--- src/rtl/flash_sample_streamer.sv ---
`default_nettype none
// ============================================================================
//  Module      : flash_sample_streamer
//  Description : Plays an audio clip stored in an Avalon-MM flash region.
//                Each flash word holds N = DATA_W/SAMPLE_W samples (lanes,
//                lane 0 in the least significant bits). Every accepted
//                sample_tick produces one sample. The word is read from flash
//                only when it is not already buffered. Playback runs forward
//                or in reverse, and either loops or stops with done at the
//                clip boundary.
//
//  Ports       : clk, rst (async, active-low)
//                sample_tick, play, dir, loop, restart   - playback control
//                flsh_address, flsh_read, flsh_byteenable - Avalon-MM master
//                flsh_waitrequest, flsh_readdata,
//                flsh_readdatavalid                       - Avalon-MM slave resp
//                audio_out, audio_valid                   - sample stream
//                done, overrun                            - sticky status
//
//  Revision    : 1.0 - initial release
// ============================================================================
module flash_sample_streamer #(
  parameter int          ADDR_W     = 23,
  parameter int          DATA_W     = 32,
  parameter int          SAMPLE_W   = 16,
  parameter int unsigned START_ADDR = 0,
  parameter int unsigned END_ADDR   = 'h7FFFF
) (
  input  logic                  clk,
  input  logic                  rst,
  input  logic                  sample_tick,
  input  logic                  play,
  input  logic                  dir,
  input  logic                  loop,
  input  logic                  restart,
  output logic [ADDR_W-1:0]     flsh_address,
  output logic                  flsh_read,
  input  logic                  flsh_waitrequest,
  input  logic [DATA_W-1:0]     flsh_readdata,
  input  logic                  flsh_readdatavalid,
  output logic [DATA_W/8-1:0]   flsh_byteenable,
  output logic [SAMPLE_W-1:0]   audio_out,
  output logic                  audio_valid,
  output logic                  done,
  output logic                  overrun
);

  localparam int                  c_LANES     = DATA_W / SAMPLE_W;
  localparam int                  c_LANE_W    = (c_LANES > 1) ? $clog2(c_LANES) : 1;
  localparam logic [c_LANE_W-1:0] c_LAST_LANE = c_LANE_W'(c_LANES - 1);
  localparam logic [ADDR_W-1:0]   c_START     = ADDR_W'(START_ADDR);
  localparam logic [ADDR_W-1:0]   c_END       = ADDR_W'(END_ADDR);

  typedef enum logic [1:0] {
    S_IDLE = 2'd0,
    S_REQ  = 2'd1,
    S_WAIT = 2'd2,
    S_EMIT = 2'd3
  } state_t;

  state_t r_state;
  state_t w_state_nxt;

  logic [ADDR_W-1:0]   r_addr;
  logic [DATA_W-1:0]   r_buf;
  logic                r_buf_valid;
  logic [c_LANE_W-1:0] r_lane;
  logic [SAMPLE_W-1:0] r_audio_out;
  logic                r_done;
  logic                r_overrun;
  logic                r_restart_pend;

  // Lane views of the buffered word and of the incoming read data
  logic [SAMPLE_W-1:0] w_buf_lane [c_LANES];
  logic [SAMPLE_W-1:0] w_rd_lane  [c_LANES];

  for (genvar k = 0; k < c_LANES; k++) begin : g_lane
    assign w_buf_lane[k] = r_buf[k*SAMPLE_W +: SAMPLE_W];
    assign w_rd_lane[k]  = flsh_readdata[k*SAMPLE_W +: SAMPLE_W];
  end

  logic                w_tick_accept;
  logic                w_busy_tick;
  logic                w_apply_restart;
  logic [ADDR_W-1:0]   w_restart_addr;
  logic [c_LANE_W-1:0] w_restart_lane;
  logic                w_word_done;
  logic                w_at_edge;
  logic [c_LANE_W-1:0] w_lane_step;
  logic [ADDR_W-1:0]   w_addr_step;
  logic [ADDR_W-1:0]   w_addr_wrap;

  assign w_tick_accept = sample_tick & play & ~r_done;
  assign w_busy_tick   = sample_tick & play & (r_state != S_IDLE);

  // A restart is taken immediately in IDLE. Otherwise it waits until the
  // transaction in flight finishes, which is the EMIT -> IDLE edge.
  assign w_apply_restart = ((r_state == S_IDLE) & restart) |
                           ((r_state == S_EMIT) & (restart | r_restart_pend));

  assign w_restart_addr = dir ? c_END : c_START;
  assign w_restart_lane = dir ? c_LAST_LANE : '0;

  // Direction-dependent stepping. The lane index is kept across a direction
  // change, so a reversal mid-word continues from the current lane.
  assign w_word_done = dir ? (r_lane == '0) : (r_lane == c_LAST_LANE);
  assign w_at_edge   = dir ? (r_addr == c_START) : (r_addr == c_END);
  assign w_lane_step = dir ? (r_lane - 1'b1) : (r_lane + 1'b1);
  assign w_addr_step = dir ? (r_addr - 1'b1) : (r_addr + 1'b1);
  assign w_addr_wrap = dir ? c_END : c_START;

  // --------------------------------------------------------------------------
  // FSM state register
  // --------------------------------------------------------------------------
  always_ff @(posedge clk or negedge rst) begin
    if (!rst) begin
      r_state <= S_IDLE;
    end else begin
      r_state <= w_state_nxt;
    end
  end

  // --------------------------------------------------------------------------
  // FSM next state and strobes
  // --------------------------------------------------------------------------
  always_comb begin
    w_state_nxt = r_state;
    flsh_read   = 1'b0;
    audio_valid = 1'b0;
    case (r_state)
      S_IDLE: begin
        // A restart in the same cycle swallows the tick
        if (!restart && w_tick_accept) begin
          w_state_nxt = r_buf_valid ? S_EMIT : S_REQ;
        end
      end
      S_REQ: begin
        flsh_read = 1'b1;
        if (!flsh_waitrequest) begin
          w_state_nxt = S_WAIT;
        end
      end
      S_WAIT: begin
        if (flsh_readdatavalid) begin
          w_state_nxt = S_EMIT;
        end
      end
      S_EMIT: begin
        audio_valid = 1'b1;
        w_state_nxt = S_IDLE;
      end
      default: w_state_nxt = S_IDLE;
    endcase
  end

  // --------------------------------------------------------------------------
  // Datapath: address, lane, word buffer, sample register, status flags
  // --------------------------------------------------------------------------
  always_ff @(posedge clk or negedge rst) begin
    if (!rst) begin
      r_addr         <= c_START;
      r_buf          <= '0;
      r_buf_valid    <= 1'b0;
      r_lane         <= '0;
      r_audio_out    <= '0;
      r_done         <= 1'b0;
      r_overrun      <= 1'b0;
      r_restart_pend <= 1'b0;
    end else if (w_apply_restart) begin
      r_addr         <= w_restart_addr;
      r_lane         <= w_restart_lane;
      r_buf_valid    <= 1'b0;
      r_done         <= 1'b0;
      r_overrun      <= 1'b0;
      r_restart_pend <= 1'b0;
    end else begin
      if (w_busy_tick) begin
        r_overrun <= 1'b1;
      end
      case (r_state)
        S_IDLE: begin
          if (w_tick_accept && r_buf_valid) begin
            r_audio_out <= w_buf_lane[r_lane];
          end
        end
        S_REQ: begin
          if (restart) begin
            r_restart_pend <= 1'b1;
          end
        end
        S_WAIT: begin
          if (restart) begin
            r_restart_pend <= 1'b1;
          end
          if (flsh_readdatavalid) begin
            r_buf       <= flsh_readdata;
            r_buf_valid <= 1'b1;
            r_audio_out <= w_rd_lane[r_lane];
          end
        end
        S_EMIT: begin
          if (!w_word_done) begin
            r_lane <= w_lane_step;
          end else begin
            r_buf_valid <= 1'b0;
            r_lane      <= dir ? c_LAST_LANE : '0;
            if (!w_at_edge) begin
              r_addr <= w_addr_step;
            end else if (loop) begin
              r_addr <= w_addr_wrap;
            end else begin
              r_done <= 1'b1;
            end
          end
        end
        default: ;
      endcase
    end
  end

  assign flsh_address    = r_addr;
  assign flsh_byteenable = '1;
  assign audio_out       = r_audio_out;
  assign done            = r_done;
  assign overrun         = r_overrun;

endmodule
`default_nettype wire

--- config.mk ---
export PLATFORM = sky130hd
export DESIGN_NAME = flash_sample_streamer
export DESIGN_NICKNAME = d
export VERILOG_FILES = /design/src/rtl/flash_sample_streamer.sv
export SDC_FILE = /design/constraint.sdc
export NUM_CORES = 1
export LEC_CHECK = 0
export CORE_ASPECT_RATIO = 1.4
export CORE_UTILIZATION = 50
export CTS_BUF_LIST = sky130_fd_sc_hd__clkbuf_8
export DETAILED_ROUTE_END_ITERATION = 8
export GPL_TIMING_DRIVEN = 0
export PLACE_DENSITY_LB_ADDON = 0.12
export SYNTH_ARGS = -nofsm -noshare
export SYNTH_HDL_FRONTEND = slang
export SYNTH_SLANG_ARGS = --single-unit
--- constraint.sdc ---
create_clock -name clk -period 4.64 [get_ports clk]
set_input_delay 1.16 -clock clk [delete_from_list [all_inputs] [get_ports clk]]
set_output_delay 1.16 -clock clk [all_outputs]
set_load 0.02 [all_outputs]
# Word level (Yosys, flattened, before mapping)

Cells that the tools add are included.

Add/subtract/negate cells: 4
Order comparisons: 1
Equality and inequality tests: 12
Multiplexer cells: 44
Bitwise operators: 11
Reductions and logical operators: 22

Operators with widths:

| kind                                                                    | number |
|---|---|
| 23-bit two-way mux                                                      | 6 |
| 16-bit two-way mux                                                      | 8 |
| 16-bit case mux with 2 select lines                                     | 1 |
| 23-bit by 1-bit adder with 23-bit output, second input constant         | 1 |
| 23-bit by 19-bit equality test with 1-bit output, second input constant | 1 |
| 23-bit logical NOT                                                      | 1 |
| 23-bit by 1-bit subtractor with 23-bit output, second input constant    | 1 |
| 1-bit two-way mux                                                       | 22 |
| 19-bit two-way mux                                                      | 1 |
| 2-bit nonzero test                                                      | 8 |
| 3-bit AND reduction                                                     | 4 |
| 3-bit != test, second input constant                                    | 3 |
| 2-bit two-way mux                                                       | 4 |
| 2-bit case mux with 4 select lines                                      | 1 |
| 4-bit AND reduction                                                     | 2 |
| 2-bit by 1-bit != test with 1-bit output, second input constant         | 3 |
| 1-bit AND                                                               | 5 |
| 2-bit equality test, second input constant                              | 2 |
| 2-bit != test, second input constant                                    | 2 |
| 1-bit inverter                                                          | 3 |
| 3-bit nonzero test                                                      | 1 |
| 2-bit by 1-bit equality test with 1-bit output, second input constant   | 1 |
| 2-bit >= comparator, second input constant                              | 1 |
| 1-bit logical AND                                                       | 2 |
| other kinds (9)                                                         | 10 |

Register bits: 78
Output and inout port bits: 47
Logic and storage cells: 103

# Depth between registers and ports, before layout

Word-level depth: 6
Gate-level depth with buffers: 9

# Worst setup path before layout

Ideal clock, no wire load.

Kind: input-to-reg
Start point: input dir
End point: register r_addr[20] (netlist: flsh_address[20])
Library setup time: 0.124 ns
Data arrival time: 2.876 ns
Required time: 4.516 ns
Slack: 1.640 ns
Stages on the path: 8
Path buffers: 0
Cell sequence: fa_1 a211oi_1 o21ai_1 nand3_1 a41oi_1 a221oi_1 xor2_1 o21ai_1

Longest elaborated chain between the ends: 5
Elaborated cells between the ends (all ways): 10
Classes of those cells: eq/ne (1); mux (7); reduce/logical (2)

RTL lines:

| what                                                    | RTL line | source |
|---|---|---|
| from (decl)                                             | 33       | `input logic dir,` |
| 23-bit two-way mux or 1-bit two-way mux (tied branches) | 109, 107 |  |
| 23-bit two-way mux                                      | 207      | `if (!w_at_edge) begin` |
| 23-bit two-way mux                                      | 202      | `if (!w_word_done) begin` |
| 23-bit two-way mux                                      | 180      | `case (r_state)` |
| 23-bit two-way mux                                      | 169      | `end else if (w_apply_restart) begin` |
| to (signal assigned)                                    | 170      | `r_addr <= w_restart_addr;` |
| to (signal assigned)                                    | 208      | `r_addr <= w_addr_step;` |
| to (signal assigned)                                    | 210      | `r_addr <= w_addr_wrap;` |
| to (decl)                                               | 64       | `logic [ADDR_W-1:0] r_addr;` |

Parallel ways exist; a longest one is shown, timed or not. The select of a mux whose other input is x is not followed.
A chain may end at the register's enable or synchronous reset.

# Worst setup path after layout

Start point: input dir
End point: register r_addr[15] (netlist: flsh_address[15])

Longest elaborated chain between the ends: 6
Elaborated cells between the ends (all ways): 12
Classes of those cells: eq/ne (1); mux (9); reduce/logical (2)

RTL lines:

| what               | RTL line | source |
|---|---|---|
| 19-bit two-way mux | 101, 110 |  |
| 23-bit two-way mux | 209      | `end else if (loop) begin` |
| 23-bit two-way mux | 207      |  |
| 23-bit two-way mux | 202      |  |
| 23-bit two-way mux | 180      |  |
| 23-bit two-way mux | 169      |  |

Parallel ways exist; a longest one is shown, timed or not. The select of a mux whose other input is x is not followed.

==> metrics list <==
- The flow ran to the end, and the final reports show no timing, DRC or antenna violations.
- Area enclosed by the die boundary: 10200 µm²
- The die is 85.5 µm wide.
* Clock transition at the registers of the reported paths: 0.08 ns
- The pre-antenna-repair detailed-routing pass consisted of 4 iterations.
* DR iter-0 viols: 123
- By area, the combinational part of the netlist is dominated by multiplexers.
- Clock Root Buffer: clkbuf_8
* Clock latency reported for the late side of the worst-skew pair: 0.36 ns
- Antenna Diode Count: 0
- Number of global-route vias before repair: 3884
- The detailed router placed 3925 vias in this run.
- Final period util: 86.9%
- Clock share of power: 12.1%
- The initial antenna violation count is 0.
- Entering global routing, the biggest net connects 66 pins.
- Fin cells: 664
* Critical Path Sink Type: flip-flop
- STA puts the critical path data required time at 4.89 ns.
* Switching part of the total: 41.4%
* Post-Place Setup Slack: -0.117 ns
* Met3 wirelength from detailed routing: 423 µm
- Most used flip-flop cell after synthesis: dfrtp_1
- Final estimated routing congestion in global placement: 0.832
- After Yosys synthesis, full adders, half adders and majority gates account for 7.08% of the synthesized area.
* Actual transition at the worst max-transition pin: 1.30 ns
- Setup violations remaining at the end of the flow were counted as 0.
- Buffers inserted by post-CTS timing repair: 0
- TritonCTS clock tree: built
- Final Critical Period: 4.03 ns
- Maximum achievable frequency: 248 MHz
- The worst pin sits at a relative slew slack of 13.0%.
- The total area inside the core boundary comes to 9460 µm².
- Broken down by cell family, the worst path's largest delay share belongs to compound AO/OA/AOI/OAI gates.
- 88 I/O pins were placed.
- The highest layer touched by signal routing is met4.
* Area share of xor/xnor cells in the synthesized design: 2.87%
* Number of instances in the synthesized netlist: 452
- Tot GR Track Use: 24.2%
- The signal on the critical path passes through dlymetal6s2s_1 > ha_1 > a21oi_1 > o21ai_0 > a31oi_1 > a21oi_1 > a311oi_1 > xor2_1 > a21oi_2.
* Number of distinct library cells after synthesis: 63
* Startpoint Class: input pin
* Number of buffers inserted during clock tree synthesis: 9
- The H-tree generated during clock tree synthesis spans 3 levels.
- Fraction of power consumed by sequential logic: 27.9%
- The Yosys step of the flow raised 0 warnings.
- Routed len/inst: 17.4 µm
- Power Internal: 2.75 mW
- Net switching power figure: 1.95 mW
- Worst path bufs/invs: 1
* Number of flip-flops and latches in the synthesized netlist: 78
- Final slew viol count: 0
* Relative contribution of combinational cells to total power: 60.1%
* Starting density of the core: 51.6%
* Overall power consumption: 4.70 mW
* Remaining number of nets flagged by the antenna check after routing: 0
- Number of cell rows: 42
- Measured on the finished design, the core utilization comes to 64.6%.
- Number of max-cap violations: 0
* Layout cell share with drive strength beyond 1: 19.0%
* Detailed route wirelength on metal2: 6040 µm
- Start-to-end type of the worst setup path: in -> reg
- Sequential cells were found to cover 40.0% of the synthesized design area.
* Critical path peak fanout: 30
- Post-synthesis share of cell area spent on and, or, nand and nor gates: 12.7%
- Number of synthesized flops with an enable pin: 0
* Die H: 119 µm
* Post-synthesis area per instance: 10.8 µm²
* Nets: 618
- Setup repair after global routing left no endpoint under its margin.
- Power per cell area: 769 nW/µm²
- Share of synthesized area spent on multiplexers: 18.7%
- Synthesized area: 4880 µm²
* CTS Sinks: 78
- Buffers placed on the I/O ports in this run total 83.
- Longest individual stage delay on the worst path: 0.95 ns
* Maximum clock skew at final layout: 0.00877 ns
- DRC errors left: 0
- The largest individual stage delay along the critical path comes from the cell dlymetal6s2s_1.
- The first global-routing pass estimated 19000 µm of wire.
- STA puts the critical path data arrival time at 4.28 ns.
* Cell repeated most along the worst path: a21oi_1
- The filler cells instantiated in the layout total 774.
- For this block, wires on met1 add up to 4740 µm.
* VDD IR-drop max: 0.378 mV
- P&R area growth vs syn: 25.2%
- Maximum buffer depth of the clock tree: 2
- The final number of hold-violating endpoints is 0.
- The number of placed instances, taps included, is 649.
* Via density per instance: 5.91
- The synthesized netlist devotes 15.8% of its cell area to compound gates.
* Total half-perimeter wirelength after legalization and detailed placement: 8690 µm
- Worst hold path class: reg -> reg
- Summed over all cells, the static leakage comes to 2.60 nW.
* Total overflow reported by the global router: 0
- Ys async rst share: 100%
- Final Worst Setup Slack: 0.608 ns
- Summed over all layers, the routed wires come to 11500 µm.
## synthesized netlist by cell type, drive strengths merged (2+ instances only)
cell | instances | area [µm²]
nor2 | 34 | 128
ha | 26 | 325
or4 | 3 | 26.3
o21ai | 23 | 115
a31o | 2 | 17.5
dfrtp | 78 | 1950
nand3b | 3 | 22.5
o21bai | 2 | 15.0
xor2 | 8 | 70.1
and2 | 3 | 18.8
nand2 | 27 | 104
nor4 | 4 | 46.3
o21a | 9 | 67.6
nand4b | 2 | 17.5
a21oi | 43 | 219
mux2 | 48 | 541
nor2b | 6 | 37.5
a211oi | 3 | 27.5
nand3 | 13 | 70.1
or3 | 3 | 18.8
o31ai | 3 | 22.5
o22ai | 2 | 12.5
a21o | 15 | 113
nor3 | 6 | 35.0
buf | 13 | 85.1
and4 | 2 | 17.5
clkbuf | 5 | 18.8
xnor2 | 8 | 70.1
a211o | 2 | 17.5
nand4 | 8 | 50.1
and3 | 2 | 12.5
mux4 | 16 | 360
inv | 9 | 33.8
a31oi | 5 | 31.3
## placed cells by master (no fill, tap or decap), types with 3 or more instances in the layout
cell type and instances:
clkdlybuf4s50_1 81, dfrtp_1 78, mux2_2 48, a21oi_1 42
nor2_1 34, nand2_1 26, ha_1 26, mux4_2 16
a21o_1 15, o21ai_0 13, nand3_1 12, clkbuf_8 11
o21ai_1 10, inv_1 9, o21a_1 9, xnor2_1 8
nand4_1 8, xor2_1 8, nor2b_1 6, clkbuf_1 5
buf_2 5, nor3_1 5, a31oi_1 5, buf_4 5
conb_1 4, nand3b_1 3, or3_1 3, and2_1 3
o31ai_1 3
## power groups by stage
stage | Clock [mW] | Sequential [mW] | Combinational, mW
after floorplan | 0 | 1.46 | 1.82
after global placement | 0 | 1.30 | 2.77
after detailed placement | 0 | 1.32 | 2.82
after CTS | 0.582 | 1.31 | 2.84
after global routing | 0.615 | 1.36 | 3.09
final | 0.566 | 1.31 | 2.82
## routing by layer
| metal | GRT usage [%] | vias up |
|---|---|---|
| li1 | - | 1895 |
| met1 | 28.6 | 1912 |
| met2 | 42.7 | 93 |
| met3 | 4.71 | 25 |
| met4 | 10.0 | 0 |
| met5 | 0 | - |
## kinds of logic after synthesis
family	count (synthesis)
AO/OA/AOI/OAI	120
AND/OR/NAND/NOR	118
flip-flops	78
multiplexers	65
adder cells (fa/ha/maj)	27
buffers and inverters	27
XOR/XNOR	16
other	1
## final timing paths
path	start	end	slack (ns)	cells after the start
worst max-delay path	dir	flsh_address[15]$_DFFE_PN0P_	0.61	9
worst min-delay path	r_buf[20]$_DFFE_PN0P_	r_buf[20]$_DFFE_PN0P_	0.51	1
worst max register to register	flsh_address[0]$_DFFE_PN0P_	flsh_address[20]$_DFFE_PN0P_	1.98	8
worst min register to register	r_buf[20]$_DFFE_PN0P_	r_buf[20]$_DFFE_PN0P_	0.51	1
max in group asynchronous	rst	r_state[0]$_DFFE_PN0P_	3.42	2
min in group asynchronous	rst	r_buf[20]$_DFFE_PN0P_	0.65	1
## per-stage QoR
| step | setup TNS, ns | hold slack [ns] | area (µm²) |
|---|---|---|---|
| after floorplan | 0 | 0.475 | 4890 |
| after global placement | -21.95 | 0.482 | 5860 |
| after detailed placement | -0.207 | 0.494 | 5880 |
| after CTS | 0 | 0.510 | 6110 |
| after global routing | 0 | 0.522 | 6110 |
| final | 0 | 0.507 | 6110 |
## cell type report
class | instances | area, µm² | area share, %
Multi-Input combinational cell | 350 | 2800 | 45.9
Sequential cell | 78 | 1950 | 32.0
Timing Repair Buffer | 84 | 858 | 14.1
Clock buffer | 11 | 151 | 2.48
Tap cell | 110 | 138 | 2.25
Buffer | 18 | 104 | 1.70
Clock inverter | 4 | 70.1 | 1.15
Inverter | 9 | 33.8 | 0.553
## worst reg2reg max path: stages (launching register included)
cell,delay [ns]
dfrtp_1,0.48
fa_1,0.48
a211oi_1,0.34
o21ai_1,0.23
nand3_1,0.15
a41oi_1,0.23
a221oi_1,0.37
xor2_1,0.19
o21ai_1,0.08
## sequential cells by signal, summed over array words and instances (netlist names)
name            flops
r_state             2
r_lane              1
overrun             1
audio_out          16
r_buf              32
flsh_address       23
done                1
r_buf_valid         1
r_restart_pend      1
## timing repair
item / CTS / global route
endpoints found under the setup margin: 0 / 2
gates resized for setup: 0 / 1
hold buffers: 0 / 0
No activity file was read; power rests on OpenSTA's default activity.
